`src/rtl/fir_pkg.sv`:
```
// fir_pkg: shared state encoding, default widths and ring indexing for the FIR sequencer
package fir_pkg;
  localparam int DATA_W = 16;
  localparam int ACC_W = 32;
  typedef enum logic [2:0] {IDLE, CLEAR, ACCUM, DRAIN, OUT} fir_state_t;
  function automatic int unsigned ring_idx(input int unsigned wr_ptr, input int unsigned k, input int unsigned taps);
    return (wr_ptr - k) & (taps - 1);
  endfunction
endpackage

```
`src/rtl/sample_ring.sv`:
```
// sample_ring: circular delay line with one write port, a write pointer and a combinational read port
//   we_i/data_i write at the pointer, adv_i steps the pointer, rd_idx_i/rd_data_o read any slot
module sample_ring #(
  parameter int TAPS = 8,
  parameter int DATA_W = 16,
  parameter int AW = $clog2(TAPS)
) (
  input  logic              clk,
  input  logic              rst,
  input  logic              we_i,
  input  logic [DATA_W-1:0] data_i,
  input  logic              adv_i,
  input  logic [AW-1:0]     rd_idx_i,
  output logic [AW-1:0]     wr_ptr_o,
  output logic [DATA_W-1:0] rd_data_o
);
  logic [DATA_W-1:0] ring_q [TAPS];
  logic [AW-1:0] wr_ptr_q;
  always_ff @(posedge clk or posedge rst) begin
    if (rst) begin
      ring_q <= '{default: '0};
      wr_ptr_q <= '0;
    end else begin
      if (we_i) ring_q[wr_ptr_q] <= data_i;
      if (adv_i) wr_ptr_q <= wr_ptr_q + 1'b1;
    end
  end
  assign wr_ptr_o = wr_ptr_q;
  assign rd_data_o = ring_q[rd_idx_i];
endmodule

```
`src/rtl/fir_mac_sequencer.sv`:
```
// fir_mac_sequencer: drives an external MAC to compute a TAPS-tap FIR output per accepted sample
//   in_*: sample handshake, coef_*: coefficient writes (IDLE only), mac_*: MAC datapath, out_*: result handshake
module fir_mac_sequencer #(
  parameter int TAPS = 8,
  parameter int DATA_W = fir_pkg::DATA_W,
  parameter int ACC_W = fir_pkg::ACC_W
) (
  input  logic                     clk,
  input  logic                     rst,
  input  logic                     in_valid,
  output logic                     in_ready,
  input  logic [DATA_W-1:0]        in_sample,
  input  logic                     coef_we,
  input  logic [$clog2(TAPS)-1:0]  coef_addr,
  input  logic [DATA_W-1:0]        coef_data,
  output logic [DATA_W-1:0]        mac_A,
  output logic [DATA_W-1:0]        mac_B,
  output logic                     mac_en,
  output logic                     mac_rst,
  input  logic [ACC_W-1:0]         mac_out,
  output logic                     out_valid,
  input  logic                     out_ready,
  output logic [ACC_W-1:0]         out_sample
);
  import fir_pkg::*;
  localparam int AW = $clog2(TAPS);
  fir_state_t state_q, state_d;
  logic [AW-1:0] k_q, k_d, wr_ptr, rd_idx;
  logic [DATA_W-1:0] coef_q [TAPS];
  logic [DATA_W-1:0] rd_data;
  logic [ACC_W-1:0] out_sample_q;
  logic hs, accum;
  assign hs = in_valid && in_ready;
  assign accum = state_q == ACCUM;
  assign rd_idx = AW'(ring_idx(32'(wr_ptr), 32'(k_q), TAPS));
  sample_ring #(.TAPS(TAPS), .DATA_W(DATA_W)) u_ring (
    .clk(clk), .rst(rst), .we_i(hs), .data_i(in_sample), .adv_i(state_q == DRAIN),
    .rd_idx_i(rd_idx), .wr_ptr_o(wr_ptr), .rd_data_o(rd_data)
  );
  always_comb begin
    state_d = state_q == IDLE  ? (hs ? CLEAR : IDLE) :
              state_q == CLEAR ? ACCUM :
              state_q == ACCUM ? (k_q == AW'(TAPS - 1) ? DRAIN : ACCUM) :
              state_q == DRAIN ? OUT :
              (out_ready ? IDLE : OUT);
    k_d = accum ? k_q + 1'b1 : '0;
  end
  always_ff @(posedge clk or posedge rst) begin
    if (rst) begin
      state_q <= IDLE;
      k_q <= '0;
      coef_q <= '{default: '0};
      out_sample_q <= '0;
    end else begin
      state_q <= state_d;
      k_q <= k_d;
      if (coef_we && state_q == IDLE) coef_q[coef_addr] <= coef_data;
      if (state_q == DRAIN) out_sample_q <= mac_out;
    end
  end
  // in_ready is gated by rst so nothing is accepted while reset is held
  assign in_ready = !rst && state_q == IDLE;
  assign mac_en = accum;
  assign mac_A = accum ? rd_data : '0;
  assign mac_B = accum ? coef_q[k_q] : '0;
  assign mac_rst = rst || state_q == CLEAR;
  assign out_valid = state_q == OUT;
  assign out_sample = out_sample_q;
endmodule

```
`config.mk`:
```
export PLATFORM = sky130hd
export DESIGN_NAME = fir_mac_sequencer
export DESIGN_NICKNAME = d
export VERILOG_FILES = /design/src/rtl/fir_pkg.sv /design/src/rtl/sample_ring.sv /design/src/rtl/fir_mac_sequencer.sv
export SDC_FILE = /design/constraint.sdc
export NUM_CORES = 1
export LEC_CHECK = 0
export ABC_AREA = 0
export CORE_ASPECT_RATIO = 0.8
export CORE_MARGIN = 4
export CORE_UTILIZATION = 35
export CTS_CLUSTER_DIAMETER = 120
export DETAILED_ROUTE_END_ITERATION = 7
export SYNTH_ARGS = -nofsm -noshare
export SYNTH_HDL_FRONTEND = slang
export SYNTH_HIERARCHICAL = 1
export SYNTH_SLANG_ARGS = --single-unit
```
`constraint.sdc`:
```
create_clock -name clk -period 11.1 [get_ports clk]
set_input_delay 1.11 -clock clk [delete_from_list [all_inputs] [get_ports clk]]
set_output_delay 1.11 -clock clk [all_outputs]
set_load 0.005 [all_outputs]
```
==> out/qor.yml <==
timing:
  finalCritPeriodShare_pct: 48.2
  rsz0062_at_grt: "false"
  timing.fmax_mhz: 187
  finalSetupViolCount: 0
  hold_viol_final: 0
  relSlewSlack_pct: 26.5
  finalCriticalPeriod_ps: 5350
  tns_ps: 0
  drv_slew: 0
  clock_skew_ps: 33.3
  worst_pin_slew_ps: 1100
global_route:
  antenna_found_initial: 0
  grt_util_all_layers_pct: 15.1
  grt_overflow: 0
  grt_pass1_wl_um: 50500
  grt_pass1_vias: 8407
  grt_max_degree: 82
run:
  maxCapViolCount: 0
clock_network:
  cts_buffers: 34
  cts_root_buffer: "clkbuf_16"
  cts_tree: "built"
  cts_sinks: 297
  clock_latency_ps: 540
  cts_hold_buf: 0
  h-tree-depth: 2
  clkTransAtPathRegs_ps: 60
  postCtsSetupBuffers: 0
  cts_buffer_depth: 3
  post_cts_resized: 0
finish:
  nets: 1103
  multi_input_area_um2: 6020
  n_fill_cell: 3543
  area_growth_pct: 21.5
  register_area_um2: 7430
  antenna_cells: 0
  layout_commonest_cell: "mux2_2"
  stdcell_count: 1575
  drive_gt1_share_pct: 42.8
  layout_common_cells: "323 x mux2_2, 296 x dfrtp_1, 139 x clkdlybuf4s50_1"
logic_synthesis:
  syn_area_um2: 13800
  netlist_top_cells_area: "dfrtp_1 54%, mux2_2 26%, mux4_1 5.1%"
  synth_seq_cells: 297
  syn-mean-instance-area_um2: 15.4
  synth_top_area_cell: "dfrtp_1"
  yosysWarnings: 6
  netlist.area_leader.share_pct: 53.8
  synth_edf_count: 0
  ys_seq_area_share_pct: 53.8
  synth_ff_type: "dfrtp_1"
  synth_nets: 973
  synthCells: 896
  ys_types: 42
  async_flop_share_pct: 100
worst_setup_path:
  end_kind: "output port"
  crit_type: "reg -> out"
  required_ps: 9990
  r2r_cells: 5
  r2r_start: "state_q[2]"
  cp-start-kind: "flop"
  worst-path-max-fanout: 32
  cp.arrival_ps: 4240
  r2r_slack_ps: 8120
  reg2reg_to: "u_ring/ring_q[49]"
routing:
  wire_per_inst_um: 20.2
  route.detailed.drc: 0
  drt_wl_total_um: 31800
  route.vias.total: 7958
  routed_via_density: 5.05
  ant_nets: 0
  drt_iter0_drc: 413
  firstDrtPassIters: 4
min_path:
  holdPathStages: 1
  min_from: "u_ring/ring_q[30]"
  min_to: "u_ring/ring_q[30]"
  hold_path.class: "reg -> reg"
run_status:
  status: "finished, final reports clean"
floorplanning:
  die-area_um2: 42700
  fp.coreArea_um2: 38600
  io_pins: 140
  die_x_um: 230
  start_util_pct: 35.8
  rows: 64
  die_height_um: 186
placed_design:
  place.port_buffers: 139
  dpl.hpwl_um: 18800
  gp_congestion: 0.718
  place_inst: 1518
power:
  p_leak_nw: 7.37
  peakVddDrop_v: 0.000168
  powerDensity_nw_per_um2: 276
==> report_power, final <==
group	switching [W]	internal [W]	leakage [nW]	total (W)
Sequential	0.000237	0.00154	3.74	0.00178
Clock	0.000458	0.000672	0.559	0.00113
Combinational	0.000648	0.00108	3.07	0.00173
==> critical path, cell delays in order (launching register included) <==
cell	delay, ps
dfrtp_1	680
inv_1	90
ha_1	210
fa_1	380
xnor2_1	230
xnor2_2	130
buf_4	450
mux4_1	610
mux2_2	270
and2_1	180
clkdlybuf4s50_1	460
==> synth_stat cells (all sizes together), types with 4 or more instances <==
cell type,instances
a211oi,16
and2,19
nor4b,4
buf,33
nand2,5
clkbuf,28
nor3,18
xnor2,4
ha,4
mux4,32
nor2b,17
inv,8
mux2,353
o21ai,17
o22ai,16
dfrtp,297
nand4b,5
==> registers in the layout, summed over array words and instances (netlist names) <==
| name | count |
|---|---|
| coef_q | 128 |
| u_ring/ring_q | 128 |
| out_sample | 32 |
| k_q | 3 |
| state_q | 3 |
| u_ring/wr_ptr_o | 3 |
==> through the flow <==
stage / power [W] / hold WS [ps] / setup slack (ps) / area (um^2) / utilization (%)
floorplan: 0.00299 / 470 / 5210 / 13800 / -
global placement: 0.00350 / 480 / 6310 / 15700 / 40.6
detailed placement: 0.00354 / 487 / 6280 / 15700 / 40.6
CTS: 0.00470 / 499 / 5680 / 16800 / 43.5
global route: 0.00493 / 503 / 5520 / 16800 / 43.5
finish: 0.00464 / 494 / 5750 / 16800 / 43.5
==> logic make-up (layout without fill, tap and decap cells) <==
family / after synthesis / after routing / share of synthesized area (%)
multiplexers: 385 / 385 / 35.5
AO/OA/AOI/OAI: 50 / 50 / 2.26
adder cells (fa/ha/maj): 5 / 5 / 0.507
AND/OR/NAND/NOR: 85 / 85 / 4.59
XOR/XNOR: 5 / 5 / 0.317
buffers and inverters: 69 / 220 / 3.01
flip-flops: 297 / 297 / 53.8
==> how the worst max path moves through the flow <==
stage,from,end,slack [ps]
finish,u_ring/wr_ptr_o[0],mac_A[14],5750
global route,u_ring/wr_ptr_o[0],mac_A[14],5520
CTS,u_ring/wr_ptr_o[0],mac_A[14],5680
detailed placement,u_ring/wr_ptr_o[0],mac_A[14],6280
global placement,u_ring/wr_ptr_o[0],mac_A[14],6310
floorplan,rst,mac_rst,5210
==> routing by layer <==
layer / vias up / part of all wire (%) / track usage (%)
li1: 3593 / - / -
met1: 4190 / 49 / 21.6
met2: 135 / 45 / 23.5
met3: 40 / 4.0 / 3.11
met4: 0 / 1.9 / 4.04
met5: - / 0 / 0
==> cell type report <==
type,count,area share (%)
clock inverter,14,1.15
inverter,8,0.224
sequential,297,44.3
clock buffer,43,5.57
tap,528,3.94
timing repair buffer,155,9.00
multi-input combinational,530,35.8
(Power assumes the default switching activity.)
==> RTL change 1, RTL diff (config.mk and constraints unchanged) <==
Encoding of `fir_state_t`: now Gray code (3 bits for 5 states).
--- a/src/rtl/fir_pkg.sv
+++ b/src/rtl/fir_pkg.sv
@@ -2,7 +2,7 @@
 package fir_pkg;
   localparam int DATA_W = 16;
   localparam int ACC_W = 32;
-  typedef enum logic [2:0] {IDLE, CLEAR, ACCUM, DRAIN, OUT} fir_state_t;
+  typedef enum logic [2:0] {IDLE = 3'b000, CLEAR = 3'b001, ACCUM = 3'b011, DRAIN = 3'b010, OUT = 3'b110} fir_state_t;
   function automatic int unsigned ring_idx(input int unsigned wr_ptr, input int unsigned k, input int unsigned taps);
     return (wr_ptr - k) & (taps - 1);
   endfunction
Check against the original RTL: no difference found for any inputs over 4 cycles, from zero or initial values and one cycle with rst high; so few cycles prove little.
==> RTL change 1 against the unedited design <==
  * Area after synthesis decreased by 0.43%
  * Sequential cell count unchanged
  * Total power decreased by 12%
  * Setup slack about the same
  * Cell area decreased by 0.15%
  * Fmax about the same
  * Routed wire length increased by 0.47%
  * Combinational power decreased by 31%
  * Largest power group unchanged
  * Highest routed layer is now met5
==> RTL change 1: results (changes against the unedited design) <==
Routing
  – DRT Wirelength: 32.0 mm (+0.47%)
  – Via count: 7931 (-0.34%)
  – Initial DRC count: 362 (-12%)
  – Routed vias/inst: 5.02 (-0.72%)

GRT
  – GRT Util Overall: 15.3% (+0.20 points)
  – Vias in the first global route: 8598 (+2.3%)
  – First-pass GRT wire length: 51.1 mm (+1.2%)
  – Largest net degree at the start of global routing: 97 (+18%)
  – Initial antenna violation count: 2 (+2)

Place
  – Final HPWL DP: 18.7 mm (-0.25%)
  – Inst Count DP: 1519 (+0.066%)
  – Placed cell areas: 15600 um^2 (-0.42%)
  – Pre-CTS setup slack: 6.23 ns (-0.0482 ns)
  – RD Place Congestion: 0.701 (-2.4%)

Synthesis
  – Xor and xnor area share after synthesis: 0.255% (-0.062 points)
  – Yosys cell types: 45 (+7.1%)
  – Post-Syn Instances: 898 (+0.22%)
  – Synth area leaders: dfrtp_1 54%, mux2_2 28%, mux4_1 5.2%, mux2_4 1.1%, buf_6 1.1%
  – Multiplexer share of the synthesized area: 35.1% (-0.39 points)
  – Syn nets: 975 (+0.21%)
  – Top post-synthesis cells by count: 337 x mux2_2, 297 x dfrtp_1, 27 x mux4_1
  – Adder-cell share of the synthesized area: 0.509% (+0.0022 points)
  – Post-synthesis sequential area ratio: 54.0% (+0.23 points)
  – Synth Area in Compound Gates: 2.37% (+0.11 points)

Power and ir drop
  – Worst vdd ir: 0.000120 V (-29%)
  – Internal Pwr Total: 2960 uW (-10%)
  – Lkg Pwr: 0.00760 uW (+3.1%)

Timing
  – Max Clk Rate: 0.187 GHz (about the same)
  – WHS: 0.474 ns (-0.0207 ns)
  – Clock Skews: 0.0318 ns (-0.00146 ns)
  – Worst-Margin Slew: 1.09 ns (-0.00836 ns)

Worst setup path
  – R2R Path End: u_ring/ring_q[91]
  – CP Capture Point: mac_A[11]
  – RR Startpoint: state_q[0]

Clock network
  – Total CTS buffers: 35 (+2.9%)

Outcome
  – Outcome: finished, final reports clean

Layout
  – Filler Cells Inserted: 3505 (-1.1%)
  – Final nets: 1105 (+0.18%)
  – Share of post-route cells with drive strength above 1: 42.3% (-0.53 points)
## RTL change 1: power groups by stage
stage	clock network [uW]	logic, uW	registers (uW)
2_1_floorplan	0	927	1650
3_3_place_gp	0	1180	1720
3_5_place_dp	0	1210	1730
4_1_cts	1200	1210	1720
5_1_grt	1240	1290	1770
6_report	1160	1190	1710
## RTL change 1: routing by layer
| metal | track usage, % | up-vias | routed length [um] |
|---|---|---|---|
| met4 | 3.84 | 2 | 597 |
| met3 | 2.71 | 47 | 1170 |
| met5 | 0 | - | 12 |
| met2 | 25.7 | 129 | 15200 |
| li1 | - | 3610 | - |
| met1 | 20.6 | 4143 | 14900 |
## RTL change 1: layout make-up
| cell class | count | area [um^2] | share of cell area, % |
|---|---|---|---|
| clock buffer | 48 | 995 | 5.93 |
| clock inverter | 14 | 174 | 1.04 |
| inverter | 8 | 37.5 | 0.224 |
| multi-input combinational | 531 | 5950 | 35.5 |
| sequential | 297 | 7430 | 44.3 |
| tap | 528 | 661 | 3.94 |
| timing repair buffer | 155 | 1510 | 9.02 |
## RTL change 1: cells by family after synthesis
family | Yosys count
xor gates and xnor gates | 4
muxes | 385
buffers and inverters | 70
DFF | 297
adders and majority gates | 5
AOI/OAI and AO/OA | 52
and+or+nand+nor | 85
## RTL change 1: worst min path at each step
| stage | from | to | cells past startpoint |
|---|---|---|---|
| 2_1_floorplan | coef_q[48] | coef_q[48] | 1 |
| 3_3_place_gp | coef_q[80] | coef_q[80] | 1 |
| 4_1_cts | coef_q[48] | coef_q[48] | 1 |
| 6_report | coef_q[48] | coef_q[48] | 1 |
| 3_5_place_dp | coef_q[48] | coef_q[48] | 1 |
| 5_1_grt | coef_q[88] | coef_q[88] | 1 |
==> RTL change 2, RTL diff (same settings) <==
Made on the original files. `ACC_W`: 32 -> 16.
--- a/src/rtl/fir_pkg.sv
+++ b/src/rtl/fir_pkg.sv
@@ -1,7 +1,7 @@
 // fir_pkg: shared state encoding, default widths and ring indexing for the FIR sequencer
 package fir_pkg;
   localparam int DATA_W = 16;
-  localparam int ACC_W = 32;
+  localparam int ACC_W = 16;
   typedef enum logic [2:0] {IDLE, CLEAR, ACCUM, DRAIN, OUT} fir_state_t;
   function automatic int unsigned ring_idx(input int unsigned wr_ptr, input int unsigned k, input int unsigned taps);
     return (wr_ptr - k) & (taps - 1);
Interface: changed (resized mac_out and out_sample); port bits go from 140 to 108. No check against the original RTL was run, so the function may have changed too.
==> RTL change 2 against the unedited design <==
  * Cell area shrank 6.5%
  * Critical endpoint is now mac_A[10]
  * Routed wire length shrank 6.3%
  * Die area is 4.1% lower
  * Setup slack lost 0.040 ns
  * Critical path type unchanged
  * Fmax is 0.75% lower
  * Count of clock-buffer cells in the layout up 4
  * Sequential cell count shrank 16
  * Area after synthesis fell by 4.3%
  * Largest power group unchanged
  * Total power fell by 7.7%
==> RTL change 2: results (changes against the unedited design) <==
Timing
  – # setup viols final: 0 (unchanged)
  – Clock Skews: 0.0143 ns (-0.0190 ns)
  – WHS: 0.496 ns (+0.00150 ns)
  – Slew HR: 23.9% (-2.6 points)

Routing
  – Via count: 7474 (-6.1%)
  – DR WL/cell: 20.3 um (+0.44%)
  – Drt pass-1 iters: 5 (+1)
  – Routed vias/inst: 5.08 (+0.63%)
  – Initial DRC count: 381 (-7.7%)

Worst hold path
  – Hold path cells: 1 (unchanged)
  – Hold_sp: u_ring/ring_q[20]
  – Hold EP: u_ring/ring_q[20]
  – Hold Path Class: reg2reg

Power and ir drop
  – Sequential logic power: 1680 uW (-6%)
  – Worst vdd ir: 0.000142 V (-15%)
  – NetSw: 1240 uW (-7.4%)
  – Switching share of total power: 29.1% (+0.11 points)
  – Lkg Pwr: 0.00693 uW (-6.0%)
  – Comb pwr share: 37.5% (+0.2 points)

GRT
  – Largest net degree at the start of global routing: 83 (+1.2%)
  – Vias in the first global route: 7930 (-5.7%)
  – GRT Util Overall: 14.5% (-0.51 points)
  – First-pass GRT wire length: 47.3 mm (-6.3%)
  – Initial antenna violation count: 1 (+1)

Clock network
  – H-tree depth: 1 (-1)
  – Total CTS buffers: 31 (-8.8%)
  – Worst skew pair latency: 0.56 ns (+0.02 ns)
  – Clock buffer depth: 3 (unchanged)
  – Post-CTS sizing: 0 (unchanged)
  – Root Driver: clkbuf_16

Worst setup path
  – R2R Path End: u_ring/ring_q[80]
  – CP Capture Point: mac_A[10]
  – WP data arrival: 4.28 ns (+0.04 ns)
  – FF-to-FF setup slack: 8.10 ns (-0.02 ns)
  – Max FO, Critical Path: 32 (unchanged)
  – RR Startpoint: state_q[1]

Synthesis
  – Synth Area in Compound Gates: 2.36% (+0.10 points)
  – Yosys warns: 6 (unchanged)
  – Xor and xnor area share after synthesis: 0.331% (+0.014 points)
  – Post-synthesis sequential area ratio: 53.1% (-0.64 points)
  – Adder-cell share of the synthesized area: 0.530% (+0.023 points)
  – Largest area contributor in the netlist: dfrtp_1
  – Post-Syn Instances: 862 (-3.8%)
  – Syn nets: 923 (-5.1%)
  – Multiplexer share of the synthesized area: 35.7% (+0.22 points)
  – Top post-synthesis cells by count: 307 x mux2_2, 281 x dfrtp_1, 30 x mux2_4
  – Yosys cell types: 42 (unchanged)
  – Synth area leaders: dfrtp_1 53%, mux2_2 26%, mux4_1 5.4%, mux2_4 3.4%, buf_6 1.1%

Place
  – RD Place Congestion: 0.696 (-3.0%)
  – Inst Count DP: 1413 (-6.9%)
  – Final HPWL DP: 17.3 mm (-7.9%)
  – Port Buffers: 107 (-23%)

Layout
  – Final nets: 1020 (-7.5%)
  – Filler Cells Inserted: 3458 (-2.4%)
  – Share of post-route cells with drive strength above 1: 43.6% (+0.80 points)

Outcome
  – Outcome: finished, final reports clean
RTL change 2: metal layers:
| metal | global-route usage, % | part of all wire [%] |
|---|---|---|
| met1 | 20.7 | 48 |
| met2 | 23.6 | 47 |
| met3 | 2.70 | 3.4 |
| met4 | 2.79 | 1.6 |
| met5 | 0 | 0.044 |
RTL change 2: stage by stage:
stage	instance area [um^2]	setup slack (ns)	utilization, %
after floorplan	13200	5.55	-
after global placement	14700	6.35	39.5
after detailed placement	14700	6.27	39.5
after CTS	15700	5.63	42.2
after global routing	15700	5.49	42.2
final	15700	5.71	42.2
RTL change 2: area by class of cell:
| type | count | area (um^2) | area share (%) |
|---|---|---|---|
| repair buffers | 123 | 1190 | 7.59 |
| multi-input cells | 514 | 5830 | 37.1 |
| clock inverters | 9 | 61.3 | 0.390 |
| diodes | 1 | 2.50 | 0.0159 |
| inverters | 8 | 37.5 | 0.239 |
| flip-flops and latches | 281 | 7030 | 44.8 |
| clock buffers | 47 | 936 | 5.96 |
| well taps | 487 | 609 | 3.88 |
